### src/rtl/sprite_overlay_pkg.sv
// rtl/sprite_overlay_pkg.sv - shared mode encodings, colour type and default palette for the sprite overlay
package sprite_overlay_pkg;

  typedef enum logic [1:0] {
    OV_STATIC = 2'd0,
    OV_ALT    = 2'd1,
    OV_BLINK  = 2'd2,
    OV_RSVD   = 2'd3
  } ov_mode_e;

  typedef logic [11:0] rgb444_t;

  localparam rgb444_t BG_DEFAULT   = 12'h7CC;
  localparam rgb444_t FG_A_DEFAULT = 12'h836;
  localparam rgb444_t FG_B_DEFAULT = 12'hF53;

  // The reserved encoding behaves exactly like STATIC, so fold it at latch time
  function automatic ov_mode_e decode_mode(input logic [1:0] m);
    return (m == 2'd3) ? OV_STATIC : ov_mode_e'(m);
  endfunction

endpackage

### src/rtl/sprite_overlay_if.sv
// rtl/sprite_overlay_if.sv - pixel-path interface between the timing generator and the sprite overlay
interface sprite_overlay_if;
  logic [10:0] pos_x;
  logic [10:0] pos_y;
  logic        frame_tick;
  logic        enable;
  logic [1:0]  mode;
  logic [3:0]  ov_r;
  logic [3:0]  ov_g;
  logic [3:0]  ov_b;
  logic        in_region;
  logic        hit;

  modport master (
    output pos_x, pos_y, frame_tick, enable, mode,
    input  ov_r, ov_g, ov_b, in_region, hit
  );

  modport slave (
    input  pos_x, pos_y, frame_tick, enable, mode,
    output ov_r, ov_g, ov_b, in_region, hit
  );
endinterface

### src/rtl/sprite_overlay_mask_rom.sv
// rtl/sprite_overlay_mask_rom.sv - 1-bit mask ROM with registered output and configurable read latency
module sprite_overlay_mask_rom #(
  parameter int ADDR_W  = 19,
  parameter int ROM_LAT = 1
) (
  input  logic              i_clk,
  input  logic [ADDR_W-1:0] i_addr,
  output logic              o_mask
);

  // Built-in content: mask bit is the parity of address bits 4 and 11, giving a
  // regular opaque/transparent pattern with address 0 opaque. Replace with a BRAM
  // initialisation for real artwork.
  localparam logic [ADDR_W-1:0] PAT_TAPS = ADDR_W'(12'h810);

  logic [ROM_LAT-1:0] r_pipe;

  // Read register plus optional extra output register, like a BRAM with DOB_REG
  always_ff @(posedge i_clk) begin
    r_pipe[0] <= ^(i_addr & PAT_TAPS);
    for (int i = 1; i < ROM_LAT; i++) begin
      r_pipe[i] <= r_pipe[i-1];
    end
  end

  assign o_mask = r_pipe[ROM_LAT-1];

endmodule

### src/rtl/sprite_overlay.sv
// rtl/sprite_overlay.sv - 1-bpp sprite overlay with per-frame colour animation and fixed pipeline latency
module sprite_overlay
  import sprite_overlay_pkg::*;
#(
  parameter int      X0       = 350,
  parameter int      Y0       = 100,
  parameter int      W        = 740,
  parameter int      H        = 650,
  parameter int      ROM_LAT  = 1,
  parameter int      PERIOD   = 60,
  parameter rgb444_t BG_COLOR = BG_DEFAULT,
  parameter rgb444_t FG_A     = FG_A_DEFAULT,
  parameter rgb444_t FG_B     = FG_B_DEFAULT
) (
  input  logic            i_clk,
  input  logic            i_rst,
  sprite_overlay_if.slave bus
);

  localparam int ADDR_W = $clog2(W * H);
  localparam int CNT_W  = $clog2(PERIOD);

  // Bounds widened to 12 bits so X0+W / Y0+H never wrap
  localparam logic [11:0] X_LO = 12'(X0);
  localparam logic [11:0] X_HI = 12'(X0 + W);
  localparam logic [11:0] Y_LO = 12'(Y0);
  localparam logic [11:0] Y_HI = 12'(Y0 + H);
  localparam logic [10:0] X0_11 = 11'(X0);
  localparam logic [10:0] Y0_11 = 11'(Y0);
  localparam logic [CNT_W-1:0] CNT_MAX  = CNT_W'(PERIOD - 1);
  localparam logic [CNT_W-1:0] CNT_HALF = CNT_W'(PERIOD / 2);

  logic              w_region;
  logic [10:0]       w_dx;
  logic [10:0]       w_dy;
  logic [ADDR_W-1:0] w_addr;
  logic [ADDR_W-1:0] r_addr;
  logic              r_region;
  logic [ROM_LAT-1:0] r_reg_dly;
  logic              w_reg_d;
  logic              w_mask;
  logic [CNT_W-1:0]  r_frame_cnt;
  ov_mode_e          r_mode_q;
  ov_mode_e          w_mode_next;
  logic              w_phase;
  rgb444_t           w_color;
  logic              w_hit;

  // Region test and linear mask address; address parked at 0 outside the sprite
  always_comb begin
    w_region = bus.enable
            && ({1'b0, bus.pos_x} >= X_LO) && ({1'b0, bus.pos_x} < X_HI)
            && ({1'b0, bus.pos_y} >= Y_LO) && ({1'b0, bus.pos_y} < Y_HI);
    w_dx   = bus.pos_x - X0_11;
    w_dy   = bus.pos_y - Y0_11;
    w_addr = w_region ? (ADDR_W'(w_dy) * ADDR_W'(W) + ADDR_W'(w_dx)) : '0;
  end

  // Stage 0: register address and region flag
  always_ff @(posedge i_clk) begin
    if (i_rst) begin
      r_addr   <= '0;
      r_region <= 1'b0;
    end else begin
      r_addr   <= w_addr;
      r_region <= w_region;
    end
  end

  sprite_overlay_mask_rom #(
    .ADDR_W (ADDR_W),
    .ROM_LAT(ROM_LAT)
  ) u_rom (
    .i_clk (i_clk),
    .i_addr(r_addr),
    .o_mask(w_mask)
  );

  // Region flag delay line kept in step with the ROM read latency
  always_ff @(posedge i_clk) begin
    if (i_rst) begin
      r_reg_dly <= '0;
    end else begin
      r_reg_dly[0] <= r_region;
      for (int i = 1; i < ROM_LAT; i++) begin
        r_reg_dly[i] <= r_reg_dly[i-1];
      end
    end
  end

  assign w_reg_d     = r_reg_dly[ROM_LAT-1];
  assign w_mode_next = decode_mode(bus.mode);

  // Frame counter and mode latch; a mode change restarts the animation at phase A
  always_ff @(posedge i_clk) begin
    if (i_rst) begin
      r_frame_cnt <= '0;
      r_mode_q    <= OV_STATIC;
    end else if (bus.frame_tick) begin
      r_mode_q <= w_mode_next;
      if ((w_mode_next != r_mode_q) || (r_frame_cnt == CNT_MAX)) begin
        r_frame_cnt <= '0;
      end else begin
        r_frame_cnt <= r_frame_cnt + CNT_W'(1);
      end
    end
  end

  assign w_phase = (r_frame_cnt >= CNT_HALF);

  // Colour select; phase is read live here so the animation needs no extra delay line
  always_comb begin
    w_color = BG_COLOR;
    w_hit   = 1'b0;
    if (w_reg_d && !w_mask) begin
      unique case (r_mode_q)
        OV_ALT: begin
          w_color = w_phase ? FG_B : FG_A;
          w_hit   = 1'b1;
        end
        OV_BLINK: begin
          w_color = w_phase ? BG_COLOR : FG_A;
          w_hit   = !w_phase;
        end
        default: begin
          w_color = FG_A;
          w_hit   = 1'b1;
        end
      endcase
    end
  end

  // Final stage: registered colour and flags, aligned with each other
  always_ff @(posedge i_clk) begin
    if (i_rst) begin
      bus.ov_r      <= BG_COLOR[11:8];
      bus.ov_g      <= BG_COLOR[7:4];
      bus.ov_b      <= BG_COLOR[3:0];
      bus.in_region <= 1'b0;
      bus.hit       <= 1'b0;
    end else begin
      bus.ov_r      <= w_color[11:8];
      bus.ov_g      <= w_color[7:4];
      bus.ov_b      <= w_color[3:0];
      bus.in_region <= w_reg_d;
      bus.hit       <= w_hit;
    end
  end

endmodule
### src/flat_wrapper.sv
// flat-port wrapper written by rule: the top's interface ports become plain ports
module sprite_overlay_flat import sprite_overlay_pkg::*;
#(
  parameter int      X0       = 350,
  parameter int      Y0       = 100,
  parameter int      W        = 740,
  parameter int      H        = 650,
  parameter int      ROM_LAT  = 1,
  parameter int      PERIOD   = 60,
  parameter rgb444_t BG_COLOR = BG_DEFAULT,
  parameter rgb444_t FG_A     = FG_A_DEFAULT,
  parameter rgb444_t FG_B     = FG_B_DEFAULT
)
  (i_clk, i_rst, bus_pos_x, bus_pos_y, bus_frame_tick, bus_enable, bus_mode, bus_ov_r, bus_ov_g, bus_ov_b, bus_in_region, bus_hit);
  sprite_overlay_if bus_i ();
  input  logic i_clk;
  input  logic i_rst;
  input wire logic [$bits(bus_i.pos_x)-1:0] bus_pos_x;
  input wire logic [$bits(bus_i.pos_y)-1:0] bus_pos_y;
  input wire logic [$bits(bus_i.frame_tick)-1:0] bus_frame_tick;
  input wire logic [$bits(bus_i.enable)-1:0] bus_enable;
  input wire logic [$bits(bus_i.mode)-1:0] bus_mode;
  output wire logic [$bits(bus_i.ov_r)-1:0] bus_ov_r;
  output wire logic [$bits(bus_i.ov_g)-1:0] bus_ov_g;
  output wire logic [$bits(bus_i.ov_b)-1:0] bus_ov_b;
  output wire logic [$bits(bus_i.in_region)-1:0] bus_in_region;
  output wire logic [$bits(bus_i.hit)-1:0] bus_hit;
  assign bus_i.pos_x = bus_pos_x;
  assign bus_i.pos_y = bus_pos_y;
  assign bus_i.frame_tick = bus_frame_tick;
  assign bus_i.enable = bus_enable;
  assign bus_i.mode = bus_mode;
  assign bus_ov_r = bus_i.ov_r;
  assign bus_ov_g = bus_i.ov_g;
  assign bus_ov_b = bus_i.ov_b;
  assign bus_in_region = bus_i.in_region;
  assign bus_hit = bus_i.hit;
  sprite_overlay #(.X0(X0), .Y0(Y0), .W(W), .H(H), .ROM_LAT(ROM_LAT), .PERIOD(PERIOD), .BG_COLOR(BG_COLOR), .FG_A(FG_A), .FG_B(FG_B)) u_core (.i_clk(i_clk), .i_rst(i_rst), .bus(bus_i));
endmodule
### config.mk
export PLATFORM = sky130hd
export DESIGN_NAME = sprite_overlay_flat
export DESIGN_NICKNAME = d
export VERILOG_FILES = /design/src/rtl/sprite_overlay_pkg.sv /design/src/rtl/sprite_overlay_if.sv /design/src/rtl/sprite_overlay_mask_rom.sv /design/src/rtl/sprite_overlay.sv /design/src/flat_wrapper.sv
export SDC_FILE = /design/constraint.sdc
export NUM_CORES = 1
export LEC_CHECK = 0
export ABC_AREA = 1
export CORE_ASPECT_RATIO = 1.1
export CORE_MARGIN = 4
export CORE_UTILIZATION = 25
export CTS_BUF_LIST = sky130_fd_sc_hd__clkbuf_4 sky130_fd_sc_hd__clkbuf_8
export DETAILED_ROUTE_END_ITERATION = 6
export PLACE_DENSITY = 0.46
export SYNTH_ARGS = -nofsm -noshare
export SYNTH_HDL_FRONTEND = slang
export SYNTH_SLANG_ARGS = --single-unit
### constraint.sdc
create_clock -name i_clk -period 5.4 [get_ports i_clk]
set_input_delay 1.08 -clock i_clk [delete_from_list [all_inputs] [get_ports i_clk]]
set_output_delay 1.08 -clock i_clk [all_outputs]
set_load 0.005 [all_outputs]
---- Word level (Yosys, flattened, before mapping) ----
Index checks and enable logic that the tools add are counted.
storage, ports and cells
  register bits after elaboration ......... 37
  input port bits ......................... 28
  output and inout port bits .............. 14
  word-level logic and storage cells ...... 45
cells by class
  add/subtract/negate cells ............... 4
  multiply operators ...................... 1
  $lt $le $gt $ge ......................... 5
  equality and inequality tests ........... 5
  mux-type cells .......................... 6
  bitwise gates (word level) .............. 2
  reduce and logical (&&, ||, !) cells .... 11
operator list
  cell                                                                number
  case mux 12 bit (2 select lines)                                    1
  parity 19 bit                                                       1
  adder 12 x 11 -> 12 bit                                             1
  2-to-1 mux 12 bit                                                   1
  greater-or-equal comparator 11 x 7 -> 1 bit, second input constant  1
  greater-or-equal comparator 11 x 9 -> 1 bit, second input constant  1
  < comparator 11 x 10 -> 1 bit, second input constant                1
  < comparator 11 bit, second input constant                          1
  multiplier 11 x 8 -> 10 bit, second input constant                  1
  2-to-1 mux 11 bit                                                   1
  subtractor 11 x 7 -> 11 bit, second input constant                  1
  subtractor 11 x 9 -> 11 bit, second input constant                  1
  adder 6 x 1 -> 6 bit, second input constant                         1
  equality test 6 bit, second input constant                          1
  greater-or-equal comparator 6 x 5 -> 1 bit, second input constant   1
  2-to-1 mux 6 bit                                                    1
  logical AND 1 bit                                                   5
  equality test 2 bit, second input constant                          2
  OR reduction 2 bit                                                  2
  equality test 2 x 1 -> 1 bit, second input constant                 1
  zero test 1 bit                                                     2
  2-to-1 mux 2 bit                                                    1
  != test 2 bit                                                       1
  NOT 1 bit                                                           2
  other kinds (2)                                                     2

---- Logic depth before layout (Yosys ltp) ----
  depth after elaboration ................. 7
  mapped depth ............................ 24
  gate-level depth less buffers ........... 24

---- By module ----
Synthesis repeated with hierarchy kept, for this count alone.
unflattened totals
  cells, all modules ...................... 589
  area, all modules ....................... 4216.5 µm²
modules (own cells, without submodules)
  module                   instances  cells an instance  area each (µm²)  seq. area each (µm²)
  sprite_overlay           1          583                4177.8           740.7
  sprite_overlay_mask_rom  1          6                  38.8             20.0

---- Least setup slack after synthesis ----
No wires, ideal clock.
  kind .................................... in2reg
  from .................................... input port bus_pos_y[2]
  to ...................................... register u_core.r_addr[11]
  library setup time ...................... 0.115 ns
  arrival ................................. 4.781 ns
  data required time ...................... 5.285 ns
  setup slack ............................. 0.504 ns
  stages .................................. 24
  path buffers ............................ 0
  cell sequence ........................... inv_2 > ha_1 > inv_1 > nand2_1 > nand2_2 > ha_1 > ha_1 > fa_1 > inv_1 > fa_1 > inv_1 > ha_1 > a21oi_1 > nand2_1 > xor2_1 > ha_1 > nand4_1 > inv_1 > nand2_1 > o211ai_1 > nor2_1 > nand3_2 > nand2_1 > nor2_1
between the ends
  word-level cells in the longest chain between the ends .. 5
  elaborated cells between the ends (all ways) .. 9
  classes of those cells .................. add/sub: 2; mul: 1; order compare: 2; bitwise: 1; reduce/logical: 3
RTL lines
  what                                                             line                  RTL
  from (decl)                                                      flat_wrapper.sv:19    input wire logic [$bits(bus_i.pos_y)-1:0] bus_pos_y;
  branches (longest 5 deep; another with adder 12 x 11 -> 12 bit)  n/a
  to (signal assigned)                                             sprite_overlay.sv:65  r_addr <= w_addr;
  to (decl)                                                        sprite_overlay.sv:37  logic [ADDR_W-1:0] r_addr;
Parallel ways; which one is timed is not known.
A chain may end at the register's enable or synchronous reset.

---- Final worst setup path ----
Same ends and word-level chain as after synthesis.

==> metrics.txt <==
Design Power=0.786 mW; Setup Viol. Count Final=0; Setup crit end=u_core.r_addr[11]$_SDFF_PP0_; #FFs+latches synth=21; f_max=192 MHz; Final Util=0.342; first-pass GRT wire length=8510 µm; Worst Path Required=5.55 ns; Placed Instance Area=2920 µm²; Post-Synth XOR/XNOR Area=0.0650; IO buf count=40; dpl ws=-0.255 ns; CP Max Fanout=3; crit path kind=primary input to register; Synth Instances=321; vias in the first global route=2010; Hold Path Depth=2; row count=36; Slew Limit Fails=0; Final Skew=0.00660 ns; PD cells=258 nW/µm²; Final GP Congestion=0.779; worst r2r dst=u_core.bus.ov_g[1]$_SDFF_PP0_; H-tree depth=1; DR vias/cell=4.23; Synth Warn #=0; multi-input logic area=1660 µm²; Critical Path Start Type=primary input; most common cell after layout, fill and taps aside=nand2_1; total grt overflow=0; status=completed; WP data arrival=5.36 ns; Slew @ Worst Pin=0.413 ns; Netlist cell types=32; CTS Hold Bufs=0; Final Hold Vio Count=0; synthesized area=2290 µm²; Die X=99.2 µm; MaxCap Viol Count=0; Seq/Total Area, Yosys=0.184; Vias=2075; Rel. slew slack=0.725; area grow syn2layout=33.3%; largest net degree at the start of global routing=13; Initial DRC Count=42; latest clock arrival within the worst-skew pair=0.26 ns; # fillers=950; Die ar.=10800 µm²; initial antenna violation count=0; Crit. End Element=register; Antenna Cells=0; Net Count, Synth=396; Avg Cell Area, Syn=7.13 µm²; CTS max path bufs=2; largest family of logic cells by synthesized area=adder cells; Simple-Gate Fraction of Synth Area=0.265; reg2reg path depth=6; Core Area=8920 µm²; flop2flop setup slack=3.87 ns; hold_ws=0.404 ns; reg-to-reg critical path startpoint=u_core.r_frame_cnt[0]$_SDFFE_PP0P_; TritonCTS buffer count=3; Post-layout nets=452; period utilisation layout=0.965; setup_tns=0 ns; mux share of post-synthesis cell area=0; clock-pin slew on the worst setup and hold paths=0.07 ns; most frequent cells in the layout=nand2_1 (65), inv_1 (58), clkdlybuf4s50_1 (39); Clock Tree Root=clkbuf_8; Cells after DPL=486; Hold Startpoint=u_core.r_region$_SDFF_PP0_; drt drc=0; Starting Density=0.257; post-DP HPWL=4490 µm; layout cell share with drive strength beyond 1=0.144; GRT Util Overall=0.0963; post-synthesis adder-cell area fraction=0.283; WL final=5250 µm; Max VDD drop=0.0000901 V; final setup margin=0.191 ns; HP Class=register to register; Design Area, Final=3050 µm²; post-layout min period=5.21 ns; Final ANT Viol Nets=0; TritonCTS clock tree=yes; Compound-Gate Fraction of Synth Area=0.0749; Boundary Pins=42; Register Area=420 µm²; PostCTS Resize Cnt=0; Sink Count=21; RSZ-0062 raised after global routing=no; Setup Buffers After CTS=0; Die Ht=108 µm; WL/cell=10.7 µm; critical path startpoint=bus_pos_y[2]; Pre-antenna DRT Iters=4; Pleak=1.53 nW; fin cells=490
cell usage after synthesis (all sizes together):
cell type | n | area (µm²)
inv | 64 | 240
o211ai | 2 | 15.0
o21a | 1 | 7.51
nor4 | 1 | 6.26
buf | 6 | 45.0
nor3 | 6 | 30.0
fa | 8 | 160
o221ai | 1 | 8.76
clkinv | 1 | 5.00
xnor2 | 3 | 26.3
clkbuf | 1 | 3.75
xor2 | 14 | 123
ha | 39 | 488
dfxtp | 21 | 420
a31o | 1 | 8.76
o21ai | 4 | 20.0
nor2 | 27 | 104
a31oi | 3 | 18.8
nor3b | 1 | 7.51
nand3b | 1 | 7.51
nand2 | 78 | 325
o211a | 1 | 10.0
nand4 | 5 | 31.3
a211oi | 1 | 7.51
o2bb2ai | 1 | 8.76
nand3 | 18 | 95.1
a21boi | 1 | 11.3
a21oi | 11 | 55.1
critical path: stages:
cell	delay (ns)
clkdlybuf4s50_1	0.49
inv_2	0.07
buf_4	0.13
nand2_2	0.08
nand2_2	0.07
nand2_4	0.07
clkinv_2	0.05
ha_1	0.26
inv_1	0.05
fa_1	0.51
fa_1	0.46
fa_1	0.55
inv_1	0.07
ha_4	0.24
xor2_2	0.17
ha_1	0.33
nand4_1	0.13
inv_1	0.05
nand2_1	0.06
o211ai_1	0.11
nor2_2	0.16
nand3_2	0.08
nand2_1	0.06
nor2_1	0.03
layer usage:
metal / wire length (µm) / part of all wire / global-route usage / up-vias
met1: 2240 / 0.43 / 0.110 / 918
met5: 0 / 0 / 0 / -
met4: 53 / 0.010 / 0.0312 / 0
li1: - / - / - / 1117
met3: 198 / 0.038 / 0.00839 / 5
met2: 2750 / 0.52 / 0.187 / 35
state kept, by name, summed over array words and instances (netlist names):
register	cells
u_core.bus.hit	1
u_core.bus.in_region	1
u_core.bus.ov_b	4
u_core.bus.ov_g	2
u_core.r_addr	2
u_core.r_frame_cnt	6
u_core.r_mode_q	2
u_core.r_reg_dly	1
u_core.r_region	1
u_core.u_rom.o_mask	1
kinds of logic after synthesis:
group | count (synthesis)
and+or+nand+nor | 137
buffers and inverters | 72
adders and majority gates | 47
AOI/OAI and AO/OA | 27
DFF | 21
xor gates and xnor gates | 17
cell type report:
class                      count  share of cell area
multi-input combinational    228               0.544
timing repair buffer          58               0.176
sequential                    21               0.138
inverter                      65              0.0804
tap                          114              0.0467
clock buffer                   3              0.0135
clock inverter                 1             0.00164
power by group:
| group | internal (mW) | switching [mW] |
|---|---|---|
| Clock | 0.0514 | 0.0497 |
| Sequential | 0.160 | 0.00347 |
| Combinational | 0.241 | 0.281 |
worst min path at each step:
stage	slack (ns)	end
after global routing	0.42	u_core.r_reg_dly$_SDFF_PP0_
final	0.40	u_core.r_reg_dly$_SDFF_PP0_
after detailed placement	0.40	u_core.r_reg_dly$_SDFF_PP0_
after floorplan	0.39	u_core.r_reg_dly$_SDFF_PP0_
after global placement	0.39	u_core.r_reg_dly$_SDFF_PP0_
after CTS	0.41	u_core.r_reg_dly$_SDFF_PP0_
Power figures use the tool's default switching activity.
